<file path="src/rtl/alu_nibble_sequencer.sv">
// alu_nibble_sequencer
// Initiator for a 4-bit 74181-style ALU. A wide request is latched, then
// walked through the ALU one nibble per cycle, LSB first, with the carry or
// borrow out of each nibble fed into the next. The assembled result is held
// on a valid/ready response channel until the consumer takes it.
module alu_nibble_sequencer #(
    parameter int NIBBLES = 4
) (
    input  logic                 clk,
    input  logic                 reset,
    input  logic                 req_valid,
    output logic                 req_ready,
    input  logic [2:0]           req_op,
    input  logic [4*NIBBLES-1:0] req_a,
    input  logic [4*NIBBLES-1:0] req_b,
    input  logic                 req_cin,
    output logic [3:0]           alu_s,
    output logic                 alu_m,
    output logic                 alu_cin,
    output logic [3:0]           alu_a,
    output logic [3:0]           alu_b,
    input  logic [4:0]           alu_f,
    output logic                 rsp_valid,
    input  logic                 rsp_ready,
    output logic [4*NIBBLES-1:0] rsp_result,
    output logic                 rsp_carry,
    output logic                 rsp_zero,
    output logic                 rsp_err
);

    localparam int W     = 4 * NIBBLES;
    localparam int IDX_W = (NIBBLES > 1) ? $clog2(NIBBLES) : 1;
    localparam logic [IDX_W-1:0] LAST_IDX = IDX_W'(NIBBLES - 1);

    localparam logic [2:0] OP_ADD   = 3'b000;
    localparam logic [2:0] OP_SUB   = 3'b001;
    localparam logic [2:0] OP_AND   = 3'b010;
    localparam logic [2:0] OP_XOR   = 3'b011;
    localparam logic [2:0] OP_NAND  = 3'b100;
    localparam logic [2:0] OP_PASSB = 3'b101;

    typedef enum logic [1:0] {IDLE, RUN, DONE} state_t;

    state_t           state_q, state_d;
    logic [2:0]       op_q, op_d;
    logic [W-1:0]     a_q, a_d;
    logic [W-1:0]     b_q, b_d;
    logic [W-1:0]     result_q, result_d;
    logic [IDX_W-1:0] idx_q, idx_d;
    logic             carry_q, carry_d;
    logic             err_q, err_d;
    logic [3:0]       nib_a, nib_b;
    logic [4:0]       ctrl;

    function automatic logic is_illegal(input logic [2:0] op);
        return (op == 3'b110) || (op == 3'b111);
    endfunction

    // Returns {alu_s, alu_m}; illegal ops select the constant-zero logic function.
    function automatic logic [4:0] alu_ctrl(input logic [2:0] op);
        case (op)
            OP_ADD:   return {4'b1001, 1'b0};
            OP_SUB:   return {4'b0110, 1'b0};
            OP_AND:   return {4'b1011, 1'b1};
            OP_XOR:   return {4'b0110, 1'b1};
            OP_NAND:  return {4'b0100, 1'b1};
            OP_PASSB: return {4'b1010, 1'b1};
            default:  return {4'b0011, 1'b1};
        endcase
    endfunction

    // State and datapath registers; reset abandons any operation in flight.
    always_ff @(posedge clk) begin
        if (reset) begin
            state_q  <= IDLE;
            op_q     <= 3'b000;
            a_q      <= '0;
            b_q      <= '0;
            result_q <= '0;
            idx_q    <= '0;
            carry_q  <= 1'b0;
            err_q    <= 1'b0;
        end else begin
            state_q  <= state_d;
            op_q     <= op_d;
            a_q      <= a_d;
            b_q      <= b_d;
            result_q <= result_d;
            idx_q    <= idx_d;
            carry_q  <= carry_d;
            err_q    <= err_d;
        end
    end

    // Next-state logic, nibble steering into the ALU and result assembly.
    always_comb begin
        state_d   = state_q;
        op_d      = op_q;
        a_d       = a_q;
        b_d       = b_q;
        result_d  = result_q;
        idx_d     = idx_q;
        carry_d   = carry_q;
        err_d     = err_q;
        req_ready = 1'b0;
        rsp_valid = 1'b0;
        alu_s     = 4'b0000;
        alu_m     = 1'b0;
        alu_cin   = 1'b0;
        alu_a     = 4'b0000;
        alu_b     = 4'b0000;
        nib_a     = 4'b0000;
        nib_b     = 4'b0000;
        ctrl      = alu_ctrl(op_q);

        case (state_q)
            IDLE: begin
                req_ready = 1'b1;
                if (req_valid) begin
                    op_d     = req_op;
                    a_d      = req_a;
                    b_d      = req_b;
                    result_d = '0;
                    idx_d    = '0;
                    err_d    = is_illegal(req_op);
                    carry_d  = (req_op == OP_ADD) ? req_cin : (req_op == OP_SUB);
                    state_d  = RUN;
                end
            end
            RUN: begin
                for (int n = 0; n < NIBBLES; n++) begin
                    if (idx_q == IDX_W'(n)) begin
                        nib_a = a_q[4*n +: 4];
                        nib_b = b_q[4*n +: 4];
                        result_d[4*n +: 4] = alu_f[3:0];
                    end
                end
                alu_s   = ctrl[4:1];
                alu_m   = ctrl[0];
                alu_cin = carry_q;
                if (!is_illegal(op_q)) begin
                    alu_a = nib_a;
                    alu_b = nib_b;
                end
                // The ALU reports borrow for SUB; the chain carries its inverse.
                case (op_q)
                    OP_ADD:  carry_d = alu_f[4];
                    OP_SUB:  carry_d = ~alu_f[4];
                    default: carry_d = 1'b0;
                endcase
                if (idx_q == LAST_IDX) begin
                    state_d = DONE;
                end else begin
                    idx_d = idx_q + 1'b1;
                end
            end
            DONE: begin
                rsp_valid = 1'b1;
                if (rsp_ready) begin
                    state_d = IDLE;
                end
            end
            default: state_d = IDLE;
        endcase
    end

    assign rsp_result = result_q;
    assign rsp_carry  = carry_q;
    assign rsp_zero   = (result_q == '0);
    assign rsp_err    = err_q;

endmodule
</file>
<file path="config.mk">
export PLATFORM = sky130hd
export DESIGN_NAME = alu_nibble_sequencer
export DESIGN_NICKNAME = d
export VERILOG_FILES = /design/src/rtl/alu_nibble_sequencer.sv
export SDC_FILE = /design/constraint.sdc
export NUM_CORES = 1
export LEC_CHECK = 0
export ABC_AREA = 1
export CAP_MARGIN = 10
export CORE_ASPECT_RATIO = 0.75
export CORE_MARGIN = 2
export CORE_UTILIZATION = 47
export DETAILED_ROUTE_END_ITERATION = 10
export PLACE_DENSITY = 0.8
export SYNTH_ARGS = -nofsm -noshare
export SYNTH_HDL_FRONTEND = slang
export SYNTH_SLANG_ARGS = --single-unit
</file>
<file path="constraint.sdc">
create_clock -name clk -period 2.5 [get_ports clk]
set_input_delay 0.5 -clock clk [delete_from_list [all_inputs] [get_ports clk]]
set_output_delay 0.5 -clock clk [all_outputs]
set_load 0.02 [all_outputs]
</file>
# Word-level counts from Yosys, hierarchy flattened

Index checks and enable logic that the tools add are counted.

Bits in registers: 57
Output and inout port bits: 35
Logic and storage cells: 86

$add $sub $neg: 1
Eq/ne operators: 22
Multiplexer cells: 35
Bitwise gates (word level): 1
Reductions and logical operators: 16

Operator list:

| operator                                       | number |
|---|---|
| two-way mux 4 bit                              | 17 |
| case mux 16 bit (2 select lines)               | 1 |
| case mux 5 bit (6 select lines)                | 1 |
| == test 3 bit (second input constant)          | 6 |
| AND reduction 3 bit                            | 6 |
| logical NOT 16 bit                             | 1 |
| two-way mux 16 bit                             | 1 |
| != test 2 bit (second input constant)          | 7 |
| two-way mux 2 bit                              | 5 |
| == test 2 bit (second input constant)          | 3 |
| == test 3 x 1 -> 1 bit (second input constant) | 2 |
| == test 3 x 2 -> 1 bit (second input constant) | 2 |
| logical NOT 3 bit                              | 2 |
| two-way mux 1 bit                              | 6 |
| case mux 2 bit (3 select lines)                | 1 |
| == test 2 x 1 -> 1 bit (second input constant) | 2 |
| logical NOT 2 bit                              | 2 |
| case mux 1 bit (2 select lines)                | 2 |
| case mux 2 bit (2 select lines)                | 1 |
| AND reduction 2 bit                            | 2 |
| adder 2 x 1 -> 2 bit (second input constant)   | 1 |
| logical OR 1 bit                               | 2 |
| nonzero test 2 bit                             | 1 |
| inverter 1 bit                                 | 1 |

# Depth between registers and ports, before layout

Depth after elaboration: 7
Gate-level depth with buffers: 8
Mapped depth without buffers: 6

# Least setup slack after synthesis

No wires, ideal clock.

Kind: register -> output
From: register idx_q[1]
To: output port alu_a[0]
Data arrival time: 1466 ps
Slack: 534 ps
Stages on the path, launching flop included: 7
Path buffers: 1
Cells stage by stage: dfxtp_1 > inv_1 > ha_1 > inv_1 > clkbuf_1 > o211ai_1 > a21oi_1

Longest elaborated chain between the ends: 7

RTL lines:

| what                           | RTL line | source |
|---|---|---|
| start: declaration             | 49       | `logic [IDX_W-1:0] idx_q, idx_d;` |
| start signal: assignment       | 89       | `idx_q <= idx_d;` |
| logical NOT 2 bit              | 132      | `if (idx_q == IDX_W'(n)) begin` |
| two-way mux 4 bit (3 in a row) | 132      |  |
| two-way mux 4 bit *            | 132      |  |
| two-way mux 4 bit *            | 141      | `if (!is_illegal(op_q)) begin` |
| two-way mux 4 bit *            | 116      | `case (state_q)` |
| end: declaration               | 20       | `output logic [3:0] alu_a,` |

Every way passes the cells marked *; elsewhere a longest branch is shown, timed or not.

# Worst setup path after layout

From: register state_q[1]
To: output port alu_cin

Longest elaborated chain between the ends: 2

RTL lines:

| what                     | RTL line | source |
|---|---|---|
| start: declaration       | 44       | `state_t state_q, state_d;` |
| start signal: assignment | 84       | `state_q <= state_d;` |
| == test 2 x 1 -> 1 bit   | 116      |  |
| two-way mux 1 bit        | 116      |  |
| end: declaration         | 19       | `output logic alu_cin,` |

No other way between the ends.

==> run summary <==
On the final layout, the worst clock skew is 9.46 ps. The synthesized net count came out at 423. For this run, the post-layout net count is 503. The count of routing violations after the opening detailed-route iteration came out at 146. The first detailed-routing pass ran for 7 iterations.

The mapped cell area is 2650 um2. The DRC violations left came out at 0. The number of antenna violations at the first check in global routing is 0. The CTS clock-pin slew for the worst setup and hold paths is 60 ps.

The primary flip-flop cell chosen by synthesis mapping is dfxtp_1. Based on the critical path, the design can be clocked at up to 415 MHz. Setup violations remaining at the end of the flow were counted as 0. The most common cell in the synthesized netlist is nor2_1. The count of cell types in the netlist is 23. The chip height is 69.0 um. The critical path arrival is 1910 ps. The number of buffers and inverters on the critical path came out at 3. The worst hold path belongs to the class flop to flop. The latest clock arrival within the worst-skew pair came out at 340 ps.

The number of antenna diodes in the final layout is 0. The via count of the first global-routing pass is 2,587. The worst setup path is captured at an output pin.

The number of buffers added on ports is 79. The number of instances in the synthesized netlist came out at 374. The core region is 5380 um2. The max-cap violation count came out at 0. Detailed placement ended at an HPWL of 5.14 mm. The synthesis-stage register bit count is 57. In this run the horizontal extent of the chip is 90.7 um. The most area-hungry cell type in the Yosys netlist is dfxtp_1. The remaining number of nets flagged by the antenna check after routing came out at 0.

TritonCTS built the clock tree. The portion of synthesized cell area occupied by the leading cell type is 0.430. The detailed router placed 2,813 vias in this run. The number of enable flip-flop cells after synthesis is 0. The critical path runs through a total of 5 cells. The part of the cycle the worst path needs is 0.963. The via count normalized by instance count came out at 5.27. The fraction of final layout cells with drive strength greater than 1 came out at 0.0784.

The leakage power of the design came out at 0.00160 uW. The largest individual stage delay along the critical path comes from the cell clkdlybuf4s50_1. The number of filler instances in the final layout is 442.

From synthesis to final layout, the design area changed by 41.6%. The final hold slack is 472 ps. After synthesis, the cell types taking the most area are dfxtp_1 (43%), nor2_1 (12%), o21ai_0 (8.3%). The worst setup path is launched from a flop. Clock tree synthesis selected as its root buffer the cell clkbuf_8. Routability-driven placement finished with a final weighted congestion of 0.799. The data required time of the worst path came out at 2000 ps. The async set-reset flop share out of synthesis came out at 0.

The CTS buffer count is 9. The final number of max-transition violations came out at 0. The first global-routing pass estimated 12.2 mm of wire.

Traced cell by cell, the critical path runs through inv_2 > nand2_1 > buf_4 > nor2_1 > clkdlybuf4s50_1. The max-slew headroom at the worst pin is 0.773. Before CTS, the worst setup slack after placement is 81.5 ps. The cell depth of the worst min-delay path came out at 2. Broken down by cell family, the worst path's largest delay share belongs to buffers and inverters. For the worst flop-to-flop path, the logic depth is 7. The site row count is 23.

The largest vdd supply drop came out at 0.521 mV. The overall routed net length came out at 7.38 mm. For this design the ratio of total power to cell area is 636 nW/um2.

Across all setup checks in the final design, the least slack found is 92.7 ps. The maximum level of the CTS H-tree is 3. The initial core utilization is 0.493.

The hold buffer count at CTS came out at 0. The time the final worst path needs with I/O delays and setup came out at 2410 ps. The total count of hold-check failures in the final report came out at 0.

For this design, the sink count on the clock tree is 57. The number of warning messages in the yosys log came out at 0. Entering global routing, the biggest net connects 63 pins. Counting along the longest clock path gives a buffer depth of 2. For the pin with the worst max-slew slack, the measured transition is 341 ps. By count the netlist is led by nor2_1 (87), dfxtp_1 (57), nand2_1 (54). The flow ran to the end, and the final reports show no timing, DRC or antenna violations. The delay of the slowest cell on the worst path came out at 530 ps. The portion of the post-synthesis area used by sequential elements came out at 0.430.

The overall global routing resource usage came out at 0.244. The synthesized area divided by synthesized cell count is 7.09 um2. The critical path is of the flop to output pin type.

The number of top-level pins is 80. The average wire length per cell after detail routing came out at 13.8 um. Summed over all layers, the global routing overflow is 0. The die covers 6260 um2. The critical-path maximum fanout came out at 10.
## tightest hold or removal path, delay by kind of cell (launching register included)
family / cells / cell delay, ps
AOI/OAI and AO/OA: 1 / 50
and+or+nand+nor: 1 / 60
DFF: 1 / 310
## sequential cells by signal, summed over array words and instances, names as in the netlist
register,count
rsp_result,16
a_q,16
op_q,3
rsp_err,1
idx_q,2
rsp_carry,1
state_q,2
b_q,16
## kinds of logic (layout without fill, tap and decap cells)
| family | count (synthesis) | count (layout) | synth area share |
|---|---|---|---|
| buffers and inverters | 44 | 129 | 0.0774 |
| and+or+nand+nor | 175 | 175 | 0.287 |
| xor gates and xnor gates | 1 | 1 | 0.00330 |
| DFF | 57 | 57 | 0.430 |
| adders and majority gates | 4 | 4 | 0.0189 |
| AOI/OAI and AO/OA | 93 | 93 | 0.183 |
## power by group
group | switching, uW | internal, uW
Combinational | 274 | 225
Sequential | 40.2 | 970
Clock | 363 | 514
## routing by layer
layer / up-vias / GRT usage / part of all wire
li1: 1387 / - / -
met1: 1272 / 0.324 / 0.45
met2: 143 / 0.381 / 0.45
met3: 11 / 0.0809 / 0.089
met4: 0 / 0.0718 / 0.011
met5: - / 0 / 0
## per-stage QoR
stage                     instances  power (uW)  setup TNS, ps  instance area, um2   util
after floorplan                 374        1310              0                2650      -
after global placement          517        1510              0                3510  0.653
after detailed placement        517        1520              0                3510  0.653
after global routing            534        2490          -7.01                3750  0.698
after CTS                       533        2390              0                3720  0.691
final                           534        2390              0                3750  0.698
## cell type report
cell class	count	area, um2	share of cell area
multi-input cells	273	1320	0.352
well taps	75	93.8	0.0250
repair buffers	89	900	0.240
clock buffers	12	155	0.0413
inverters	24	90.1	0.0240
flip-flops and latches	57	1140	0.304
clock inverters	4	51.3	0.0137
## repair_timing
item,in CTS,in global routing
buffers inserted,0,1
cloned,0,0
pin swaps,1,1
endpoints found under the setup margin,10,5
resized for setup,12,4
## layout by cell type (no fill, tap or decap)
cell type and n:
clkinv_2 1, clkdlybuf4s50_1 67, buf_12 3, nand4_1 3
bufinv_16 1, dlymetal6s2s_1 3, clkbuf_1 1, nand3_1 22
nor2_4 5, xor2_1 1, nor2_1 87, clkbuf_8 11
and2_1 1, a21oi_1 41, ha_4 1, nand2_1 54
ha_1 3, dlygate4sd2_1 9, nor3_1 1, inv_1 21
dfxtp_1 57, o211ai_1 8, nor2_8 1, clkinvlp_4 1
buf_4 7, o21ai_0 44, inv_2 3, nand2_8 1
clkinv_4 1
## worst paths after layout
kind,startpoint,endpoint,slack [ps]
hold reg to reg,rsp_err,rsp_err,470
setup / recovery,state_q[1],alu_cin,90
hold / removal,rsp_err,rsp_err,470
setup reg to reg,idx_q[0],rsp_result[9],920
(Power assumes the default switching activity.)
